===== src/rtl/energy_accept_ctrl.sv =====
// Sequencer for the J*sigma energy datapath. It fetches candidate spin vectors, launches one evaluation per
// candidate, samples the energy a fixed latency later, and keeps the current and best (energy, sigma) pairs.
module energy_accept_ctrl #(
    parameter int VECTOR_SIZE  = 256,
    parameter int ENERGY_WIDTH = 21,
    parameter int ITER_WIDTH   = 16,
    parameter int MM_LATENCY   = 260,
    parameter int ACCEPT_EQUAL = 0
) (
    input  logic                    clk,
    input  logic                    rst,
    input  logic                    run_start,
    input  logic                    abort,
    input  logic [ITER_WIDTH-1:0]   max_iter,
    input  logic [ENERGY_WIDTH-1:0] init_energy,
    input  logic [VECTOR_SIZE-1:0]  init_sigma,
    input  logic                    cand_valid,
    input  logic [VECTOR_SIZE-1:0]  cand_sigma,
    output logic                    cand_ready,
    output logic                    mm_start,
    output logic [VECTOR_SIZE-1:0]  mm_sigma,
    output logic [ENERGY_WIDTH-1:0] mm_energy_prev,
    input  logic [ENERGY_WIDTH-1:0] energy_in,
    output logic                    accepted,
    output logic [ENERGY_WIDTH-1:0] cur_energy,
    output logic [VECTOR_SIZE-1:0]  cur_sigma,
    output logic [ENERGY_WIDTH-1:0] best_energy,
    output logic [VECTOR_SIZE-1:0]  best_sigma,
    output logic [ITER_WIDTH-1:0]   iter_count,
    output logic                    busy,
    output logic                    done
);
    localparam int CNT_W = (MM_LATENCY > 1) ? $clog2(MM_LATENCY) : 1;
    localparam logic [CNT_W-1:0] CNT_LOAD = CNT_W'(MM_LATENCY - 1);

    typedef enum logic [2:0] {
        S_IDLE, S_FETCH, S_LAUNCH, S_WAIT, S_DECIDE, S_DONE
    } state_t;

    state_t                  state_q, state_d;
    logic [CNT_W-1:0]        cnt_q, cnt_d;
    logic [VECTOR_SIZE-1:0]  mm_sigma_q, mm_sigma_d;
    logic [ENERGY_WIDTH-1:0] cur_energy_q, cur_energy_d;
    logic [VECTOR_SIZE-1:0]  cur_sigma_q, cur_sigma_d;
    logic [ENERGY_WIDTH-1:0] best_energy_q, best_energy_d;
    logic [VECTOR_SIZE-1:0]  best_sigma_q, best_sigma_d;
    logic [ITER_WIDTH-1:0]   iter_q, iter_d;
    logic [ITER_WIDTH-1:0]   max_iter_q, max_iter_d;
    logic [ITER_WIDTH-1:0]   iter_inc;
    logic                    abort_hit;
    logic                    acc;
    logic                    beats_best;

    assign abort_hit = abort && (state_q != S_IDLE);
    assign iter_inc  = iter_q + 1'b1;

    always_comb begin
        acc = $signed(energy_in) < $signed(cur_energy_q);
        if ((ACCEPT_EQUAL != 0) && (energy_in == cur_energy_q)) begin
            acc = 1'b1;
        end
        beats_best = $signed(energy_in) < $signed(best_energy_q);
    end

    always_ff @(posedge clk or posedge rst) begin
        if (rst) begin
            state_q       <= S_IDLE;
            cnt_q         <= '0;
            mm_sigma_q    <= '0;
            cur_energy_q  <= '0;
            cur_sigma_q   <= '0;
            best_energy_q <= '0;
            best_sigma_q  <= '0;
            iter_q        <= '0;
            max_iter_q    <= '0;
        end else begin
            state_q       <= state_d;
            cnt_q         <= cnt_d;
            mm_sigma_q    <= mm_sigma_d;
            cur_energy_q  <= cur_energy_d;
            cur_sigma_q   <= cur_sigma_d;
            best_energy_q <= best_energy_d;
            best_sigma_q  <= best_sigma_d;
            iter_q        <= iter_d;
            max_iter_q    <= max_iter_d;
        end
    end

    always_comb begin
        state_d = state_q;
        case (state_q)
            S_IDLE, S_DONE: if (run_start) state_d = (max_iter == '0) ? S_DONE : S_FETCH;
            S_FETCH:        if (cand_valid) state_d = S_LAUNCH;
            S_LAUNCH:       state_d = S_WAIT;
            S_WAIT:         if (cnt_q == '0) state_d = S_DECIDE;
            S_DECIDE:       state_d = (iter_inc == max_iter_q) ? S_DONE : S_FETCH;
            default:        state_d = S_IDLE;
        endcase
        // Abort wins over every transition, including a DONE-state run_start.
        if (abort_hit) begin
            state_d = S_IDLE;
        end
    end

    always_comb begin
        cnt_d         = cnt_q;
        mm_sigma_d    = mm_sigma_q;
        cur_energy_d  = cur_energy_q;
        cur_sigma_d   = cur_sigma_q;
        best_energy_d = best_energy_q;
        best_sigma_d  = best_sigma_q;
        iter_d        = iter_q;
        max_iter_d    = max_iter_q;
        if (!abort_hit) begin
            case (state_q)
                S_IDLE, S_DONE: begin
                    if (run_start) begin
                        cur_energy_d  = init_energy;
                        cur_sigma_d   = init_sigma;
                        best_energy_d = init_energy;
                        best_sigma_d  = init_sigma;
                        iter_d        = '0;
                        max_iter_d    = max_iter;
                    end
                end
                S_FETCH:  if (cand_valid) mm_sigma_d = cand_sigma;
                S_LAUNCH: cnt_d = CNT_LOAD;
                S_WAIT:   if (cnt_q != '0) cnt_d = cnt_q - 1'b1;
                S_DECIDE: begin
                    if (acc) begin
                        cur_energy_d = energy_in;
                        cur_sigma_d  = mm_sigma_q;
                        if (beats_best) begin
                            best_energy_d = energy_in;
                            best_sigma_d  = mm_sigma_q;
                        end
                    end
                    iter_d = iter_inc;
                end
                default: ;
            endcase
        end
    end

    always_comb begin
        cand_ready = (state_q == S_FETCH);
        mm_start   = (state_q == S_LAUNCH) && !abort;
        accepted   = (state_q == S_DECIDE) && acc && !abort;
        busy       = (state_q == S_FETCH) || (state_q == S_LAUNCH) ||
                     (state_q == S_WAIT)  || (state_q == S_DECIDE);
        done       = (state_q == S_DONE);
    end

    assign mm_sigma       = mm_sigma_q;
    assign mm_energy_prev = cur_energy_q;
    assign cur_energy     = cur_energy_q;
    assign cur_sigma      = cur_sigma_q;
    assign best_energy    = best_energy_q;
    assign best_sigma     = best_sigma_q;
    assign iter_count     = iter_q;

endmodule

===== config.mk =====
export PLATFORM = sky130hd
export DESIGN_NAME = energy_accept_ctrl
export DESIGN_NICKNAME = d
export VERILOG_FILES = /design/src/rtl/energy_accept_ctrl.sv
export SDC_FILE = /design/constraint.sdc
export NUM_CORES = 2
export LEC_CHECK = 0
export BUFFER_PORTS_ARGS = -buffer_cell sky130_fd_sc_hd__buf_2
export CAP_MARGIN = 10
export CORE_AREA = 2 2 551 553
export CTS_BUF_LIST = sky130_fd_sc_hd__clkbuf_4 sky130_fd_sc_hd__clkbuf_8 sky130_fd_sc_hd__clkbuf_16
export CTS_CLUSTER_SIZE = 28
export DETAILED_ROUTE_END_ITERATION = 8
export DIE_AREA = 0 0 553 555
export PLACE_DENSITY = 0.41
export SLEW_MARGIN = 15
export SYNTH_ARGS = -nofsm -noshare
export SYNTH_HDL_FRONTEND = slang
export SYNTH_SLANG_ARGS = --single-unit

===== constraint.sdc =====
create_clock -name clk -period 40.6 [get_ports clk]
set_input_delay 6.09 -clock clk [delete_from_list [all_inputs] [get_ports clk]]
set_output_delay 6.09 -clock clk [all_outputs]
set_load 0.01 [all_outputs]

==> impl_metrics.ini <==
[yosys]
synth.largest_area_cell = dfrtp_1
synth_cell_type_count = 50
synth_ff_type = dfrtp_1
synth-edff-count = 0
ys_warn_count = 0
synth.cell_area_um2 = 36800
seq_area_frac_synth_pct = 58.1
synth_top_area_share_pct = 58.1
synth_fp_nets = 3643
syn_inst = 3026
syn_area_per_cell_um2 = 12.2
synth-seq-cells = 854
synthTopCellsByArea = dfrtp_1 58%, mux2i_1 14%, mux2_2 10%, o21ai_0 3.9%, nand2_1 3.7%
async_reset_ff_share_pct = 100

[power]
power_w = 0.00469
cellPowerDensity_nw_per_um2 = 89.7
peakVddDrop_v = 0.0000389
p_leak_nw = 25.7

[global_route]
met3_usage_pct = 7.80
grt_pass1_vias = 30900
grt_max_degree = 120
busiest_layer = met2
grt_pass1_wl_um = 311000
grt_use_met2_pct = 22.8
grt-ovfl-total = 0
antenna_found_initial = 140
grt_usage_pct = 15.1
use_met1_pct = 19.0

[floorplanning]
fp.dieArea_um2 = 307000
start_util_pct = 12.2
core_region_area_um2 = 301000
pin_count = 1427
die_y_um = 555
num_rows = 202
die_w_um = 553

[run]
drv_cap = 0

[place]
post-dp-hpwl_um = 200000
numPortBuffers = 1426
place.gp.congestion = 0.977

[timing]
worstMarginPinSlew_ps = 1030
tns_ps = 0
max-slew-margin-rel_pct = 31.6
rsz0062_at_grt = no
fin_skew_ps = 71.6
min_period_over_period_pct = 35.7
maxClockFrequency_mhz = 69.0
drv_slew = 0
hold_viol = 0
setup-violations-final = 0
finalCriticalPeriod_ps = 14490

[detailed_routing]
vias = 29800
drt_iter0_drc = 1678
wire_per_inst_um = 28.0
drtPass1Iterations = 5
viasPerCell = 3.49
final_antenna_net_count = 0
wl_um = 239000
drc_errors = 0

[worst_setup_path]
r2r_cells = 14
cp_max_fo = 3
critPathSlowestCell = a311oi_1
setup.worst_path.end_class = output pin
timing.rr.end = best_sigma[17]
regToRegStartpoint = cur_energy[3]
critPathArrivalTime_ps = 8400
rrSetupSlack_ps = 34300
crit_required_ps = 34510
timing.critical_path.mode_cell = buf_2
crit_path_cell_trace = buf_2 > ha_1 > nor4_1 > o21ai_0 > a311oi_1 > o211ai_1 > mux2i_1 > and2_1 > buf_2
criticalPathCategory = in -> out
cp-start-kind = input pin
critPathMaxStageDelay_ps = 510

[finish]
area_growth_pct = 42.2
drive_gt1_share_pct = 44.7
nNetsFinal = 5045

[clock_network]
cts_root_buf = clkbuf_16
clk-insertion-delay-late_ps = 860
cts-resized-gates = 0
ctsHoldBuffers = 0
clock_sinks = 854
h-tree-depth = 3
cts_setup_buffers = 0
ctsLongestPathBuffers = 4
clk_pin_slew_ps = 60
cts_tree = yes
cts_made_buffers = 117

[hold_path]
hold_path.class = reg -> reg
whs_endpoint = cur_sigma[156]
hp-start = cur_sigma[156]
hold_depth = 2

[status]
outcome = finished, final reports clean
-- cell usage after synthesis (all sizes together) (5+ instances only) --
library cell and count:
nor4 10, inv 278, mux2i 500, nand3 8, nand2b 5, a21oi 14
xnor2 27, clkbuf 94, dfrtp 854, nand4 11, buf 93, a211oi 6
nor2 38, nor3 10, a31oi 5, mux2 328, ha 42, o21ai 287
o31ai 8, nand2 361
-- worst max-delay path, delay by kind of cell --
family          cells  cell delay [ps]
buf+inv             2              260
fa+ha+maj           1              240
simple gates        2              510
compound gates      3              850
mux                 1              440
-- kinds of logic (layout without fill, tap and decap cells) --
logic type	Yosys count	count (layout)	synth area share, %
compound gates	340	340	4.91
xor+xnor	31	31	0.738
fa+ha+maj	42	42	1.43
buf+inv	465	1963	5.97
flops	854	854	58.1
mux	828	828	23.6
other cells	0	33	0
simple gates	466	466	5.23
-- worst max path at each step --
stage | start | endpoint | cells after the start
CTS | energy_in[4] | accepted | 9
detailed placement | energy_in[4] | accepted | 9
global route | energy_in[6] | accepted | 9
floorplan | rst | best_energy[0] | 1
finish | energy_in[4] | accepted | 9
global placement | energy_in[6] | accepted | 9
-- layer usage --
| layer | vias up | part of all wire [%] |
|---|---|---|
| li1 | 13100 | - |
| met1 | 14900 | 43 |
| met2 | 1375 | 43 |
| met3 | 341 | 12 |
| met4 | 98 | 2.2 |
| met5 | - | 0.26 |
-- power by group --
group	total [W]	internal [W]	switching (W)
Clock	0.00109	0.000660	0.000435
Sequential	0.00166	0.00128	0.000386
Combinational	0.00194	0.000707	0.00123
Total	0.00469	0.00264	0.00205
-- metrics by stage --
step / utilization (%) / instance area (um^2) / worst slack (ps) / cells / hold slack (ps)
global placement: 16.0 / 48200 / 25920 / 8287 / 458
finish: 17.4 / 52300 / 26110 / 8535 / 475
detailed placement: 16.0 / 48200 / 26030 / 8287 / 465
floorplan: - / 36800 / 10510 / 3026 / 451
global route: 17.3 / 52300 / 26040 / 8507 / 491
CTS: 17.3 / 52200 / 26010 / 8502 / 478
-- registers in the layout, indices dropped and copies added, names as in the netlist --
name / flops
iter_count: 16
cur_energy: 21
cnt_q: 9
mm_sigma: 256
max_iter_q: 16
best_energy: 21
best_sigma: 256
cur_sigma: 256
state_q: 3
-- cells in the final DEF, fill, tap and decap left out, types with 9 or more instances in the layout --
| master | netlist | final |
|---|---|---|
| buf_4 | 43 | 41 |
| ha_1 | 42 | 42 |
| mux2i_1 | 500 | 499 |
| a21oi_1 | 14 | 13 |
| nand4_1 | 11 | 11 |
| nor4_1 | 10 | 10 |
| clkbuf_16 | 0 | 117 |
| nor2_1 | 38 | 37 |
| clkbuf_8 | 0 | 30 |
| clkinv_2 | 0 | 13 |
| o21ai_0 | 285 | 285 |
| nand2_1 | 361 | 360 |
| clkbuf_4 | 0 | 33 |
| mux2_2 | 328 | 328 |
| xnor2_1 | 27 | 27 |
| dfrtp_1 | 854 | 854 |
| nor3_1 | 10 | 9 |
| diode_2 | 0 | 33 |
| buf_2 | 9 | 1426 |
| inv_1 | 278 | 277 |
-- final cells by class --
type / instances / area [um^2]
repair buffers: 1470 / 7500
diodes: 33 / 82.6
clock buffers: 180 / 3590
inverters: 278 / 1050
well taps: 3978 / 4980
fillers: 33700 / 249000
multi-input cells: 1707 / 13300
clock inverters: 35 / 487
flip-flops and latches: 854 / 21400
(Power assumes the default switching activity.)
